===== src/rtl/ntt_shuffle_ctrl_if.sv =====
// ntt_shuffle_ctrl_if: mode type plus the sequencer/buffer/memory signal bundle
// of the NTT shuffle controller.
package ntt_shuffle_pkg;
    typedef enum logic {CT = 1'b0, GS = 1'b1} mode_t;
endpackage

interface ntt_shuffle_ctrl_if #(
    parameter int ADDR_W = 15
);
    import ntt_shuffle_pkg::*;
    logic              zeroize;
    mode_t             mode;
    logic              shuffle_en;
    logic              start;
    logic [ADDR_W-1:0] base_addr;
    logic [3:0]        rand_chunk;
    logic [1:0]        rand_idx;
    logic              wren;
    logic [1:0]        wrptr;
    logic              rden;
    logic [1:0]        rdptr;
    logic              wr_rst_count;
    logic [ADDR_W-1:0] mem_addr;
    logic              mem_addr_vld;
    logic              busy;
    logic              done;

    modport slave (
        input  zeroize, mode, shuffle_en, start, base_addr, rand_chunk, rand_idx,
        output wren, wrptr, rden, rdptr, wr_rst_count, mem_addr, mem_addr_vld, busy, done
    );
    modport master (
        output zeroize, mode, shuffle_en, start, base_addr, rand_chunk, rand_idx,
        input  wren, wrptr, rden, rdptr, wr_rst_count, mem_addr, mem_addr_vld, busy, done
    );
endinterface


===== src/rtl/ntt_shuffle_ctrl.sv =====
// ntt_shuffle_ctrl: per-pass sequencer for the NTT shuffle buffer, randomizing
// chunk order and in-chunk start index.
module ntt_shuffle_ctrl
    import ntt_shuffle_pkg::*;
#(
    parameter int ADDR_W     = 15,
    parameter int CHUNKS     = 16,
    parameter int MEM_RD_LAT = 1
) (
    input logic               clk,
    input logic               reset_n,
    ntt_shuffle_ctrl_if.slave ctrl_if
);
    localparam int CW  = (CHUNKS > 1) ? $clog2(CHUNKS) : 1;
    localparam int JW  = CW + 2;
    localparam int LAT = (MEM_RD_LAT > 0) ? MEM_RD_LAT : 1;
    localparam int NIW = 2 * LAT;

    typedef enum logic [1:0] {IDLE, ISSUE, DRAIN, DONE} state_t;

    typedef struct packed {
        mode_t               mode;
        logic                shuf;
        logic [ADDR_W-1:0]   base;
        logic [CW-1:0]       rc;
        logic [JW-1:0]       j;
        logic [CW-1:0]       rk;
        logic [LAT-1:0]      nv;
        logic [LAT-1:0][1:0] ni;
        logic [4:0]          rv;
        logic [4:0][1:0]     ri;
        logic [1:0][1:0]     fifo;
        logic                wp;
        logic                rp;
    } dp_t;

    state_t state_q, state_d;
    dp_t    dp_q, dp_d;

    function automatic logic [CW-1:0] chunk_add(input logic [CW-1:0] a, input logic [CW-1:0] b);
        logic [CW:0] s;
        s = {1'b0, a} + {1'b0, b};
        return (s >= (CW+1)'(CHUNKS)) ? CW'(s - (CW+1)'(CHUNKS)) : CW'(s);
    endfunction

    logic          accept, issue, gs, wv, rd_v, push, pop, last_rd;
    logic [1:0]    wi, ri, idx_m, wr_off;
    logic [CW-1:0] wch, rch;

    assign accept  = (state_q == IDLE) && ctrl_if.start && !ctrl_if.zeroize;
    assign issue   = state_q == ISSUE;
    assign gs      = dp_q.mode == GS;
    // NTT writes trail the address stream by the memory latency; INTT writes are immediate
    assign wv      = gs ? issue : dp_q.nv[LAT-1];
    assign wi      = gs ? dp_q.j[1:0] : dp_q.ni[LAT-1];
    // shuffled NTT reads need one extra cycle to resolve the permuted column
    assign rd_v    = (!gs && dp_q.shuf) ? dp_q.rv[4] : dp_q.rv[3];
    assign ri      = (!gs && dp_q.shuf) ? dp_q.ri[4] : dp_q.ri[3];
    assign idx_m   = dp_q.shuf ? ctrl_if.rand_idx : 2'b0;
    assign push    = wv && (wi == 2'd0);
    assign pop     = rd_v && (ri == 2'd3);
    assign last_rd = pop && (dp_q.rk == CW'(CHUNKS - 1));
    // the offset for a chunk's first write is taken live; later writes reuse the newest FIFO entry
    assign wr_off  = (wi == 2'd0) ? idx_m : dp_q.fifo[~dp_q.wp];
    assign wch     = chunk_add(dp_q.rc, dp_q.j[JW-1:2]);
    assign rch     = chunk_add(dp_q.rc, dp_q.rk);

    always_comb begin
        state_d = state_q;
        case (state_q)
            IDLE:    state_d = accept ? ISSUE : IDLE;
            ISSUE:   state_d = (dp_q.j == JW'(4*CHUNKS - 1)) ? DRAIN : ISSUE;
            DRAIN:   state_d = last_rd ? DONE : DRAIN;
            default: state_d = IDLE;
        endcase
        if (ctrl_if.zeroize) state_d = IDLE;
    end

    always_comb begin
        dp_d = dp_q;
        if (accept) begin
            dp_d.mode = ctrl_if.mode;
            dp_d.shuf = ctrl_if.shuffle_en;
            dp_d.base = ctrl_if.base_addr;
            dp_d.rc   = ctrl_if.shuffle_en ? CW'(32'(ctrl_if.rand_chunk) % CHUNKS) : '0;
            dp_d.j    = '0;
            dp_d.rk   = '0;
        end
        if (issue) dp_d.j = dp_q.j + 1'b1;
        dp_d.nv = LAT'({dp_q.nv, issue});
        dp_d.ni = NIW'({dp_q.ni, dp_q.j[1:0]});
        dp_d.rv = {dp_q.rv[3:0], wv};
        dp_d.ri = {dp_q.ri[3:0], wi};
        if (push) begin
            dp_d.fifo[dp_q.wp] = idx_m;
            dp_d.wp            = ~dp_q.wp;
        end
        if (pop) begin
            dp_d.rp = ~dp_q.rp;
            dp_d.rk = dp_q.rk + 1'b1;
        end
        if (ctrl_if.zeroize) dp_d = '0;
    end

    always_ff @(posedge clk or negedge reset_n) begin
        if (!reset_n) begin
            state_q <= IDLE;
            dp_q    <= '0;
        end else begin
            state_q <= state_d;
            dp_q    <= dp_d;
        end
    end

    assign ctrl_if.wren         = wv;
    assign ctrl_if.wrptr        = wv ? (gs ? wi + wr_off : wi) : 2'b0;
    assign ctrl_if.rden         = rd_v;
    assign ctrl_if.rdptr        = rd_v ? (gs ? ri : ri + dp_q.fifo[dp_q.rp]) : 2'b0;
    assign ctrl_if.wr_rst_count = accept;
    assign ctrl_if.mem_addr_vld = gs ? rd_v : issue;
    assign ctrl_if.mem_addr     = gs ? (rd_v ? dp_q.base + ADDR_W'({rch, ri}) : '0)
                                     : (issue ? dp_q.base + ADDR_W'({wch, dp_q.j[1:0]}) : '0);
    assign ctrl_if.busy         = state_q != IDLE;
    assign ctrl_if.done         = state_q == DONE;
endmodule

===== src/flat_wrapper.sv =====
// flat-port wrapper written by rule: the top's interface ports become plain ports
module ntt_shuffle_ctrl_flat import ntt_shuffle_pkg::*;
#(
    parameter int ADDR_W     = 15,
    parameter int CHUNKS     = 16,
    parameter int MEM_RD_LAT = 1
)
  (clk, reset_n, ctrl_if_zeroize, ctrl_if_mode, ctrl_if_shuffle_en, ctrl_if_start, ctrl_if_base_addr, ctrl_if_rand_chunk, ctrl_if_rand_idx, ctrl_if_wren, ctrl_if_wrptr, ctrl_if_rden, ctrl_if_rdptr, ctrl_if_wr_rst_count, ctrl_if_mem_addr, ctrl_if_mem_addr_vld, ctrl_if_busy, ctrl_if_done);
  ntt_shuffle_ctrl_if #(.ADDR_W(ADDR_W)) ctrl_if_i ();
  input logic clk;
  input logic reset_n;
  input wire logic [$bits(ctrl_if_i.zeroize)-1:0] ctrl_if_zeroize;
  input wire logic [$bits(ctrl_if_i.mode)-1:0] ctrl_if_mode;
  input wire logic [$bits(ctrl_if_i.shuffle_en)-1:0] ctrl_if_shuffle_en;
  input wire logic [$bits(ctrl_if_i.start)-1:0] ctrl_if_start;
  input wire logic [$bits(ctrl_if_i.base_addr)-1:0] ctrl_if_base_addr;
  input wire logic [$bits(ctrl_if_i.rand_chunk)-1:0] ctrl_if_rand_chunk;
  input wire logic [$bits(ctrl_if_i.rand_idx)-1:0] ctrl_if_rand_idx;
  output wire logic [$bits(ctrl_if_i.wren)-1:0] ctrl_if_wren;
  output wire logic [$bits(ctrl_if_i.wrptr)-1:0] ctrl_if_wrptr;
  output wire logic [$bits(ctrl_if_i.rden)-1:0] ctrl_if_rden;
  output wire logic [$bits(ctrl_if_i.rdptr)-1:0] ctrl_if_rdptr;
  output wire logic [$bits(ctrl_if_i.wr_rst_count)-1:0] ctrl_if_wr_rst_count;
  output wire logic [$bits(ctrl_if_i.mem_addr)-1:0] ctrl_if_mem_addr;
  output wire logic [$bits(ctrl_if_i.mem_addr_vld)-1:0] ctrl_if_mem_addr_vld;
  output wire logic [$bits(ctrl_if_i.busy)-1:0] ctrl_if_busy;
  output wire logic [$bits(ctrl_if_i.done)-1:0] ctrl_if_done;
  assign ctrl_if_i.zeroize = ctrl_if_zeroize;
  assign ctrl_if_i.mode = ctrl_if_mode;
  assign ctrl_if_i.shuffle_en = ctrl_if_shuffle_en;
  assign ctrl_if_i.start = ctrl_if_start;
  assign ctrl_if_i.base_addr = ctrl_if_base_addr;
  assign ctrl_if_i.rand_chunk = ctrl_if_rand_chunk;
  assign ctrl_if_i.rand_idx = ctrl_if_rand_idx;
  assign ctrl_if_wren = ctrl_if_i.wren;
  assign ctrl_if_wrptr = ctrl_if_i.wrptr;
  assign ctrl_if_rden = ctrl_if_i.rden;
  assign ctrl_if_rdptr = ctrl_if_i.rdptr;
  assign ctrl_if_wr_rst_count = ctrl_if_i.wr_rst_count;
  assign ctrl_if_mem_addr = ctrl_if_i.mem_addr;
  assign ctrl_if_mem_addr_vld = ctrl_if_i.mem_addr_vld;
  assign ctrl_if_busy = ctrl_if_i.busy;
  assign ctrl_if_done = ctrl_if_i.done;
  ntt_shuffle_ctrl #(.ADDR_W(ADDR_W), .CHUNKS(CHUNKS), .MEM_RD_LAT(MEM_RD_LAT)) u_core (.clk(clk), .reset_n(reset_n), .ctrl_if(ctrl_if_i));
endmodule

===== config.mk =====
export PLATFORM = sky130hd
export DESIGN_NAME = ntt_shuffle_ctrl_flat
export DESIGN_NICKNAME = d
export VERILOG_FILES = /design/src/rtl/ntt_shuffle_ctrl_if.sv /design/src/rtl/ntt_shuffle_ctrl.sv /design/src/flat_wrapper.sv
export SDC_FILE = /design/constraint.sdc
export NUM_CORES = 1
export LEC_CHECK = 0
export CORE_UTILIZATION = 50
export CTS_CLUSTER_DIAMETER = 60
export CTS_CLUSTER_SIZE = 8
export DETAILED_ROUTE_END_ITERATION = 12
export GPL_TIMING_DRIVEN = 0
export PLACE_DENSITY = 0.77
export RECOVER_POWER = 50
export SYNTH_ARGS = -nofsm -noshare
export SYNTH_HDL_FRONTEND = slang
export SYNTH_SLANG_ARGS = --single-unit
export TNS_END_PERCENT = 30

===== constraint.sdc =====
create_clock -name clk -period 2.4 [get_ports clk]
set_input_delay 0.24 -clock clk [delete_from_list [all_inputs] [get_ports clk]]
set_output_delay 0.24 -clock clk [all_outputs]
set_load 0.01 [all_outputs]

Yosys cells after proc, flatten, opt, wreduce, memory -nomap -nowiden

Index checks and enable logic that the tools add are counted.

Flip-flop bits (word level): 57
Latch bits: 0
RAM bits: 0
Memory bits (read-only): 0
Word-level logic and storage cells: 95
Memories: 0

Add/sub/neg operators: 10
Multiply operators: 0
Divide/modulo/power cells: 0
Order comparisons: 6
Equal/unequal tests: 6
Shift-type cells: 0
Mux-type cells: 35
Bitwise logic cells: 2
Reduce and logical (&&, ||, !) cells: 17

Operators with widths:

| kind                                                                         | count |
|---|---|
| 55-bit two-way mux                                                           | 1 |
| 15-bit two-way mux                                                           | 3 |
| 31-bit two-way mux                                                           | 1 |
| 15-bit by 6-bit adder with 15-bit output                                     | 2 |
| 2-bit two-way mux                                                            | 15 |
| 4-bit two-way mux                                                            | 4 |
| 4-bit by 4-bit adder with 5-bit output                                       | 2 |
| 5-bit >= comparator, second input constant                                   | 2 |
| 2-bit nonzero test                                                           | 4 |
| 4-bit by 1-bit subtractor with 4-bit output, second input constant           | 2 |
| 1-bit logical AND                                                            | 7 |
| 6-bit by 1-bit adder with 6-bit output, second input constant                | 1 |
| 2-bit equality test, second input constant                                   | 3 |
| 6-bit equality test, second input constant                                   | 1 |
| 1-bit by 2-bit less-than comparator with 1-bit output, second input constant | 3 |
| 1-bit two-way mux                                                            | 6 |
| 6-bit two-way mux                                                            | 1 |
| 2-bit case mux with 3 select lines                                           | 1 |
| 3-bit nonzero test                                                           | 2 |
| 5-bit two-way mux                                                            | 1 |
| 2-bit adder                                                                  | 2 |
| 4-bit by 1-bit adder with 4-bit output, second input constant                | 1 |
| 4-bit bitwise mux                                                            | 1 |
| 4-bit equality test, second input constant                                   | 1 |
| other kinds (6)                                                              | 9 |

Longest topological paths before layout

Gate-level depths: netlist of run 1.

Depth in word-level cells: 9
Depth in mapped cells: 12
Depth with buffers taken out: 11

Worst setup path before layout of run 1

No wires, ideal clock.

Path kind: register -> output
From: reg u_core.dp_q (netlist bit u_core.gs)
To: out ctrl_if_mem_addr[9]
Arrival time: 2.647 ns
Slack: -0.487 ns
Stages on the path, launching flop included: 11
Path buffers: 1
Path through: dfrtp_1 -> buf_6 -> nor2b_4 -> mux2i_1 -> inv_1 -> ha_1 -> a211oi_1 -> o211ai_1 -> nand4_1 -> and2_1 -> o311ai_0

Cells in the longest elaborated chain, start to end: 6
Elaborated cells on any way between the ends: 7
Those cells by class: 1 x add/sub; 4 x mux; 2 x reduce/logical

RTL lines:

| item                                     | line                                           | text |
|---|---|---|
| start, declared                          | ntt_shuffle_ctrl.sv:38                         | `dp_t dp_q, dp_d;` |
| start signal, assigned                   | ntt_shuffle_ctrl.sv:111                        | `dp_q <= dp_d;` |
| 1-bit logical NOT                        | ntt_shuffle_ctrl.sv:57, ntt_shuffle_ctrl.sv:58 |  |
| 1-bit logical AND                        | ntt_shuffle_ctrl.sv:57, ntt_shuffle_ctrl.sv:58 |  |
| 2-bit two-way mux                        | ntt_shuffle_ctrl.sv:58                         | `assign ri = (!gs && dp_q.shuf) ? dp_q.ri[4] : dp_q.ri[3];` |
| 15-bit by 6-bit adder with 15-bit output | ntt_shuffle_ctrl.sv:121                        | `assign ctrl_if.mem_addr = gs ? (rd_v ? dp_q.base + ADDR_W'({rch, ri}) : '0)` |
| 15-bit two-way mux                       | ntt_shuffle_ctrl.sv:121                        |  |
| 15-bit two-way mux *                     | ntt_shuffle_ctrl.sv:121                        |  |
| end, declared                            | flat_wrapper.sv:24                             | `output wire logic [$bits(ctrl_if_i.mem_addr)-1:0] ctrl_if_mem_addr;` |

Mark *: on every way between the ends. The rest lies on a longest branch, timed or not.

Worst setup path after layout of run 1

From: reg u_core.dp_q[31] (netlist bit)
To: out ctrl_if_mem_addr[13]

Cells in the longest elaborated chain, start to end: 6
Elaborated cells on any way between the ends: 7
Those cells by class: 3 x add/sub; 1 x order compare; 3 x mux

RTL lines:

| item                                                                               | line                    | text |
|---|---|---|
| 4-bit by 4-bit adder with 5-bit output *                                           | ntt_shuffle_ctrl.sv:42  | `s = {1'b0, a} + {1'b0, b};` |
| 4-bit by 1-bit subtractor with 4-bit output or 5-bit >= comparator (tied branches) | ntt_shuffle_ctrl.sv:43  | `return (s >= (CW+1)'(CHUNKS)) ? CW'(s - (CW+1)'(CHUNKS)) : CW'(s);` |
| 4-bit two-way mux *                                                                | ntt_shuffle_ctrl.sv:43  |  |
| 15-bit by 6-bit adder with 15-bit output *                                         | ntt_shuffle_ctrl.sv:122 | `: (issue ? dp_q.base + ADDR_W'({wch, dp_q.j[1:0]}) : '0);` |
| 15-bit two-way mux *                                                               | ntt_shuffle_ctrl.sv:122 |  |
| 15-bit two-way mux *                                                               | ntt_shuffle_ctrl.sv:121 |  |

Marks and branches as above.

==> qor_table.md, run 1 <==
| Metric | Reported | Unit |
|---|---|---|
| Clock tree from TritonCTS | built | - |
| Count of placed standard cells in the final layout, fillers left out | 551 | - |
| Number of primary I/O pins | 52 | - |
| Fmax | 290 | MHz |
| Leak Pwr | 2.39 | nW |
| Cell area after synthesis | 3630 | um^2 |
| Max rail drop VDD | 0.324 | mV |
| Source of the worst register-to-register timing path | u_core.gs | - |
| Clk pwr share | 0.352 | - |
| Synthesized area per cell | 10.1 | um^2 |
| Number of iterations in the first detailed-routing pass | 4 | - |
| Initial antenna violation count | 0 | - |
| Synth-to-layout area growth | 39.0 | % |
| FFs w/ async S/R, synth | 1.00 | - |
| Number of global-route vias before repair | 3238 | - |
| Hold WS | 0.458 | ns |
| Cells after Synth | 359 | - |
| Mean number of vias per cell | 5.90 | - |
| Final slew viol count | 0 | - |
| Num CTS Buffers | 9 | - |
| Total routed wirelength | 10000 | um |
| Cell type with the highest occurrence count on the critical path | sky130_fd_sc_hd__o211ai_1 | - |
| Sort of element at the start of the critical path | flop | - |
| Number of nets in the finished design | 507 | - |
| Worst EP required | 2.16 | ns |
| Sw frac | 0.282 | - |
| Placeable core region | 6910 | um^2 |
| EDFF count, synth | 0 | - |
| Die area | 7600 | um^2 |
| Total power after layout | 2.24 | mW |
| Post-route cell area | 5050 | um^2 |
| Net switching power of the design | 0.631 | mW |
| Clock skew | 0.00710 | ns |
| Min Tclk post-route | 3.45 | ns |
| Sum of buffers and inverters on the critical path | 2 | - |
| Power share of the combinational group | 0.187 | - |
| Final setup viols | 17 | - |
| Max Cap Violations | 0 | - |
| Worst-Skew Late Latency | 0.34 | ns |
| Final standard cell utilization of the core | 0.731 | - |
| Mean routed wirelength per cell | 18.2 | um |
| Post-synth top flop | sky130_fd_sc_hd__dfrtp_1 | - |
| Worst-case hold path end point | u_core.dp_q[12] | - |
| Internal power of the cells | 1.61 | mW |
| Clock root buffer | sky130_fd_sc_hd__clkbuf_8 | - |
| Number of library cell types mapped by synthesis | 60 | - |
| TNS Setup | -10.24 | ns |
| Hold Fails Final Rpt | 0 | - |
| RSZ-0062 raised after global routing | true | - |
| CP arrival | 3.21 | ns |
| Power density of the placed cells | 443 | nW/um^2 |
| Largest delay contributor family on the critical path | compound AO/OA/AOI/OAI gates | - |
| Number of DRC violations after detailed routing | 0 | - |
| Clock transition at the register clock pins on the worst setup and hold paths after CTS | 0.06 | ns |
| Minimum setup slack in the final design | -1.05 | ns |
| Total clock sinks | 57 | - |
| Endpoint of the lowest-slack register-to-register path | u_core.state_q[0] | - |
| Critical Setup Path Class | reg2out | - |
| Worst path max stage delay | 0.44 | ns |
| Count of synthesis-stage warnings from yosys | 0 | - |
| Detailed placement HPWL | 6590 | um |
| Wire length of the first global-routing pass | 15800 | um |
| Violations in the final reports | setup timing | - |
| Placed cell areas | 4360 | um^2 |
| Worst-case headroom to the max-slew limit | 0.0379 | - |
| Worst setup slack before clock tree synthesis | -1.08 | ns |
| Register-to-register path setup slack | 0.55 | ns |
| Post-synthesis sequential element count | 57 | - |
| Slowest stage cell, crit path | sky130_fd_sc_hd__dfrtp_2 | - |
| DRT antenna net count | 0 | - |
| Worst Max-Slew Pin Slew | 1.44 | ns |
| WHS Path Cells | 1 | - |
| Share of the cycle needed by the critical path after routing | 1.44 | - |
| RD Place Congestion | 0.912 | - |
| Net count after synthesis | 414 | - |
| Effective utilization at floorplan | 0.526 | - |
| Maximum number of pins on one net before global-route repair | 32 | - |
| Ratio of cells with drive above 1 in the final layout | 0.321 | - |
| Die outline height | 87.2 | um |
| Number of input and output port buffers inserted | 51 | - |
| Kind of end point of the critical path | primary output | - |
| Most instantiated library cell after synthesis | sky130_fd_sc_hd__dfrtp_1 | - |
| Number of placed instances with taps included | 507 | - |
| Share of total power in sequential cells | 0.461 | - |
| Die W | 87.2 | um |
| Chain of cells forming the critical path | buf_4 > fa_2 > xor2_2 > ha_1 > o211ai_1 > o211ai_1 > nand3_1 > and2_4 > o41ai_4 > buf_2 | - |
| Initial drt markers | 129 | - |
| Number of standard-cell rows in the floorplan | 30 | - |
| DR vias | 3250 | - |
| Antenna cells | 0 | - |
| Number of H-tree levels | 3 | - |
| Run status | complete, but fails checks | - |
| Yosys top cell area share | 0.393 | - |
| Post-synthesis sequential area ratio | 0.393 | - |
| Hold path startpoint | u_core.dp_q[10] | - |
| CP max FO | 3 | - |
| Ranking of synthesized cells by area | sky130_fd_sc_hd__dfrtp_1, sky130_fd_sc_hd__ha_1, sky130_fd_sc_hd__a22o_1 | - |
| Sum of overflow across all layers after global routing | 0 | - |
| Buffer levels on the longest clock path | 2 | - |
| Path category of the worst min-delay check | reg2reg | - |
| Commonest cells in the netlist | sky130_fd_sc_hd__dfrtp_1, sky130_fd_sc_hd__nor2_1, sky130_fd_sc_hd__ha_1 | - |
| Total global routing track utilization | 0.278 | - |
| Post-synthesis cell type with the largest combined area | sky130_fd_sc_hd__dfrtp_1 | - |
| Reg2reg path depth | 7 | - |
| Fill count | 510 | - |
[cell type report]
cell class	instances	area, um^2	share of cell area
Buffer	12	76.3	0.0151
Sequential cell	57	1430	0.284
Inverter	17	63.8	0.0126
Clock inverter	3	17.5	0.00347
Multi-Input combinational cell	272	2480	0.492
Tap cell	96	120	0.0238
Clock buffer	11	151	0.0300
Timing Repair Buffer	83	699	0.139
[worst max-delay path by stage]
stage	startpoint	end	slack (ns)	cells after the start
after floorplan	u_core.gs	ctrl_if_mem_addr[12]	-0.33	12
after global placement	u_core.gs	ctrl_if_mem_addr[9]	-1.06	11
after CTS	u_core.dp_q[34]	ctrl_if_mem_addr[9]	-0.84	10
after global routing	u_core.dp_q[34]	ctrl_if_mem_addr[13]	-1.08	10
final	u_core.dp_q[31]	ctrl_if_mem_addr[13]	-1.05	10
after detailed placement	u_core.gs	ctrl_if_mem_addr[9]	-1.08	11
[state kept, by name, indices dropped and copies added, names as in the netlist]
register	cells
u_core.gs	1
u_core.state_q	2
u_core.dp_q	54
[power groups by stage]
stage,Clock [mW],Sequential [mW],Combinational [mW]
2_1_floorplan,0,1.03,0.209
3_3_place_gp,0,1.04,0.340
3_5_place_dp,0,1.04,0.349
4_1_cts,0.808,1.03,0.393
5_1_grt,0.848,1.03,0.452
6_report,0.787,1.03,0.418
[cells by family (layout without fill, tap and decap cells)]
kind of cell / Yosys count / in the layout / share of synthesized area
fa+ha+maj: 28 / 28 / 0.105
mux: 18 / 18 / 0.0517
xor+xnor: 21 / 21 / 0.0507
compound gates: 102 / 102 / 0.205
buf+inv: 30 / 126 / 0.0393
flops: 57 / 57 / 0.393
simple gates: 103 / 103 / 0.156
[layer usage]
layer | track usage | share of wire
met1 | 0.340 | 0.42
met2 | 0.472 | 0.50
met3 | 0.0502 | 0.045
met4 | 0.139 | 0.033
met5 | 0 | 0
[worst register-to-register path: stages (launching register included)]
cell and delay, ns:
sky130_fd_sc_hd__dfrtp_1 0.38, sky130_fd_sc_hd__buf_6 0.12, sky130_fd_sc_hd__nor2b_4 0.17, sky130_fd_sc_hd__buf_12 0.13, sky130_fd_sc_hd__mux2i_2 0.39, sky130_fd_sc_hd__nor3_4 0.13
sky130_fd_sc_hd__a221oi_1 0.32, sky130_fd_sc_hd__nor3_1 0.08
[cells in the final DEF, fill, tap and decap left out, types with 10 or more instances in the layout]
master and instances:
sky130_fd_sc_hd__buf_2 16, sky130_fd_sc_hd__nor2_1 26, sky130_fd_sc_hd__buf_4 25, sky130_fd_sc_hd__nor2b_1 15
sky130_fd_sc_hd__clkdlybuf4s50_1 29, sky130_fd_sc_hd__clkbuf_8 11, sky130_fd_sc_hd__inv_1 14, sky130_fd_sc_hd__o21ai_0 10
sky130_fd_sc_hd__nand2_1 13, sky130_fd_sc_hd__ha_1 16, sky130_fd_sc_hd__dfrtp_1 52, sky130_fd_sc_hd__a22o_1 23
[repair_timing]
| action | CTS | global route |
|---|---|---|
| gates resized for setup | 123 | 25 |
| hold buffers | 1 | 0 |
| endpoints found under the setup margin | 22 | 21 |
| hold endpoints to repair | 26 | 0 |
| pin swaps | 17 | 23 |
| setup buffers | 24 | 6 |
(Power assumes the default switching activity.)
==> run 2, diff against run 1 <==
--- a/config.mk
+++ b/config.mk
@@ -6,11 +6,11 @@
 export NUM_CORES = 1
 export LEC_CHECK = 0
 export CORE_UTILIZATION = 50
-export CTS_CLUSTER_DIAMETER = 60
+export CTS_CLUSTER_DIAMETER = 50
 export CTS_CLUSTER_SIZE = 8
 export DETAILED_ROUTE_END_ITERATION = 12
 export GPL_TIMING_DRIVEN = 0
-export PLACE_DENSITY = 0.77
+export PLACE_DENSITY_LB_ADDON = 0.2
 export RECOVER_POWER = 50
 export SYNTH_ARGS = -nofsm -noshare
 export SYNTH_HDL_FRONTEND = slang
==> qor_table.md, run 2 (same netlist as run 1, synthesis figures left out) <==
| Metric | Reported | Unit |
|---|---|---|
| Run status | complete, but fails checks | - |
| Violations in the final reports | setup timing | - |
| Detailed placement HPWL | 6730 | um |
| RD Place Congestion | 0.920 | - |
| Antenna cells | 0 | - |
| Fill count | 516 | - |
| Power density of the placed cells | 471 | nW/um^2 |
| DRT antenna net count | 0 | - |
| Worst Max-Slew Pin Slew | 1.11 | ns |
| Clock tree from TritonCTS | built | - |
| Share of the cycle needed by the critical path after routing | 1.37 | - |
| Number of global-route vias before repair | 3156 | - |
| Power share of the combinational group | 0.179 | - |
| Maximum number of pins on one net before global-route repair | 39 | - |
| Sum of buffers and inverters on the critical path | 1 | - |
| CP arrival | 3.04 | ns |
| Critical Setup Path Class | reg2out | - |
| Num CTS Buffers | 9 | - |
| Slowest stage cell, crit path | sky130_fd_sc_hd__dfrtp_2 | - |
| Max Cap Violations | 0 | - |
| Worst path max stage delay | 0.46 | ns |
| Hold WS | 0.463 | ns |
| Share of total power in sequential cells | 0.432 | - |
| Min Tclk post-route | 3.28 | ns |
| Number of standard-cell rows in the floorplan | 30 | - |
| Initial antenna violation count | 0 | - |
| Die W | 87.2 | um |
| Chain of cells forming the critical path | ha_4 > fa_2 > xor2_4 > ha_4 > o211ai_1 > o211ai_1 > nand3_1 > and2_4 > o41ai_4 > buf_2 | - |
| Final slew viol count | 0 | - |
| Origin of the worst setup path | u_core.dp_q[34] | - |
| Max rail drop VDD | 0.336 | mV |
| Path category of the worst min-delay check | reg2reg | - |
| Largest delay contributor family on the critical path | adder cells | - |
| Final standard cell utilization of the core | 0.735 | - |
| Number of DRC violations after detailed routing | 0 | - |
| Area of all sequential standard cells | 1430 | um^2 |
| Sw frac | 0.296 | - |
| Number of nets in the finished design | 504 | - |
| Clock skew | 0.00850 | ns |
| Worst setup slack before clock tree synthesis | -1.10 | ns |
| Number of primary I/O pins | 52 | - |
| Most used cells in the layout excluding fill and tap cells | sky130_fd_sc_hd__dfrtp_1, sky130_fd_sc_hd__clkdlybuf4s50_1, sky130_fd_sc_hd__nor2_1 | - |
| RSZ-0062 raised after global routing | true | - |
| DR vias | 3250 | - |
| Internal power of the cells | 1.68 | mW |
| Net switching power of the design | 0.707 | mW |
| Mean number of vias per cell | 5.91 | - |
| Number of H-tree levels | 3 | - |
| Register-to-register path setup slack | 0.36 | ns |
| Instance count on the critical path | 10 | - |
| Worst EP required | 2.16 | ns |
| Ratio of cells with drive above 1 in the final layout | 0.313 | - |
| Placeable core region | 6910 | um^2 |
| Kind of end point of the critical path | primary output | - |
| Sum of overflow across all layers after global routing | 0 | - |
| Commonest non-fill, non-tap cell in the layout | sky130_fd_sc_hd__dfrtp_1 | - |
| Effective utilization at floorplan | 0.526 | - |
| Total clock sinks | 57 | - |
| Total power after layout | 2.39 | mW |
| Number of input and output port buffers inserted | 51 | - |
| Source of the worst register-to-register timing path | u_core.dp_q[53] | - |
| Number of flip-flops in the largest register | 54 | - |
| Worst-case headroom to the max-slew limit | 0.261 | - |
| Count of placed standard cells in the final layout, fillers left out | 550 | - |
| Buffer levels on the longest clock path | 2 | - |
| Wire length of the first global-routing pass | 15800 | um |
| Hold Fails Final Rpt | 0 | - |
| Die area | 7600 | um^2 |
| Final setup viols | 19 | - |
| Register with the most flip-flops | u_core.dp_q | - |
| Leak Pwr | 2.39 | nW |
| Clk pwr share | 0.389 | - |
| Synth-to-layout area growth | 39.8 | % |
| Minimum setup slack in the final design | -0.883 | ns |
| Mean routed wirelength per cell | 19.0 | um |
| Die outline height | 87.2 | um |
| Reg2reg path depth | 7 | - |
| CP max FO | 3 | - |
| Number of iterations in the first detailed-routing pass | 5 | - |
| Total global routing track utilization | 0.280 | - |
| Initial drt markers | 181 | - |
| Endpoint of the lowest-slack register-to-register path | u_core.dp_q[24] | - |
| Fmax | 305 | MHz |
| Number of placed instances with taps included | 507 | - |
| Clock transition at the register clock pins on the worst setup and hold paths after CTS | 0.07 | ns |
| Total routed wirelength | 10500 | um |
| Area of combinational cells with multiple inputs | 2500 | um^2 |
| Clock root buffer | sky130_fd_sc_hd__clkbuf_8 | - |
| Worst Setup EP | ctrl_if_mem_addr[13] | - |
| Worst-Skew Late Latency | 0.35 | ns |
| Sort of element at the start of the critical path | flop | - |
## run 2: changes by cell type in the layout (fill, tap and decap cells not counted), moves of 3 or more
cell | before | now
sky130_fd_sc_hd__dlygate4sd2_1 | 3 | 0
sky130_fd_sc_hd__ha_1 | 16 | 13
sky130_fd_sc_hd__ha_4 | 6 | 11
sky130_fd_sc_hd__buf_6 | 9 | 6
## run 2: routing by layer
layer | track usage | up-vias | wire length (um)
li1 | - | 1502 | -
met1 | 0.362 | 1586 | 4490
met2 | 0.464 | 137 | 5070
met3 | 0.0569 | 25 | 631
met4 | 0.109 | 0 | 257
met5 | 0 | - | 0
## run 2: area by class of cell
cell class	count	area share
Tap cell	96	0.0237
Clock inverter	7	0.0155
Inverter	17	0.0126
Multi-Input combinational cell	272	0.493
Sequential cell	57	0.282
Buffer	13	0.0165
Clock buffer	9	0.0244
Timing Repair Buffer	79	0.132
## run 2: worst min path at each step
stage	startpoint	endpoint	slack (ns)	depth (start not counted)
after floorplan	reset_n	u_core.dp_q[0]	-0.06	0
after global placement	u_core.dp_q[8]	u_core.dp_q[10]	0.44	1
after detailed placement	reset_n	u_core.dp_q[48]	0.24	1
after CTS	reset_n	u_core.dp_q[48]	0.40	2
after global routing	u_core.dp_q[16]	u_core.dp_q[17]	0.48	1
final	u_core.dp_q[10]	u_core.dp_q[12]	0.46	1
## run 2: per-stage QoR
stage / setup TNS [ns] / area, um^2
global placement: -50.51 / 4350
floorplan: -2.45 / 3710
global route: -14.59 / 5080
CTS: -10.68 / 4870
finish: -10.89 / 5080
detailed placement: -11.94 / 4360
## run 2: worst reg2reg max path, cell delays in order, from the launching register on
cell                      delay, ns
sky130_fd_sc_hd__dfrtp_1       0.40
sky130_fd_sc_hd__nor2b_4       0.15
sky130_fd_sc_hd__buf_4         0.13
sky130_fd_sc_hd__buf_12        0.12
sky130_fd_sc_hd__buf_4         0.13
sky130_fd_sc_hd__mux2i_2       0.21
sky130_fd_sc_hd__nor4_1        0.59
sky130_fd_sc_hd__mux2_2        0.26
## run 2: power groups by stage
stage | combinational (mW) | sequential [mW] | clock [mW]
after floorplan | 0.209 | 1.03 | 0
after global placement | 0.342 | 1.04 | 0
after detailed placement | 0.352 | 1.04 | 0
after CTS | 0.392 | 1.03 | 0.940
after global routing | 0.459 | 1.04 | 0.989
final | 0.428 | 1.03 | 0.930
## run 2: what timing repair did
item,CTS,global route
gates resized for setup,107,30
hold buffers,1,0
endpoints found under the setup margin,22,23
setup buffers,19,7
pin swaps,27,20
endpoints found under the hold margin,19,0
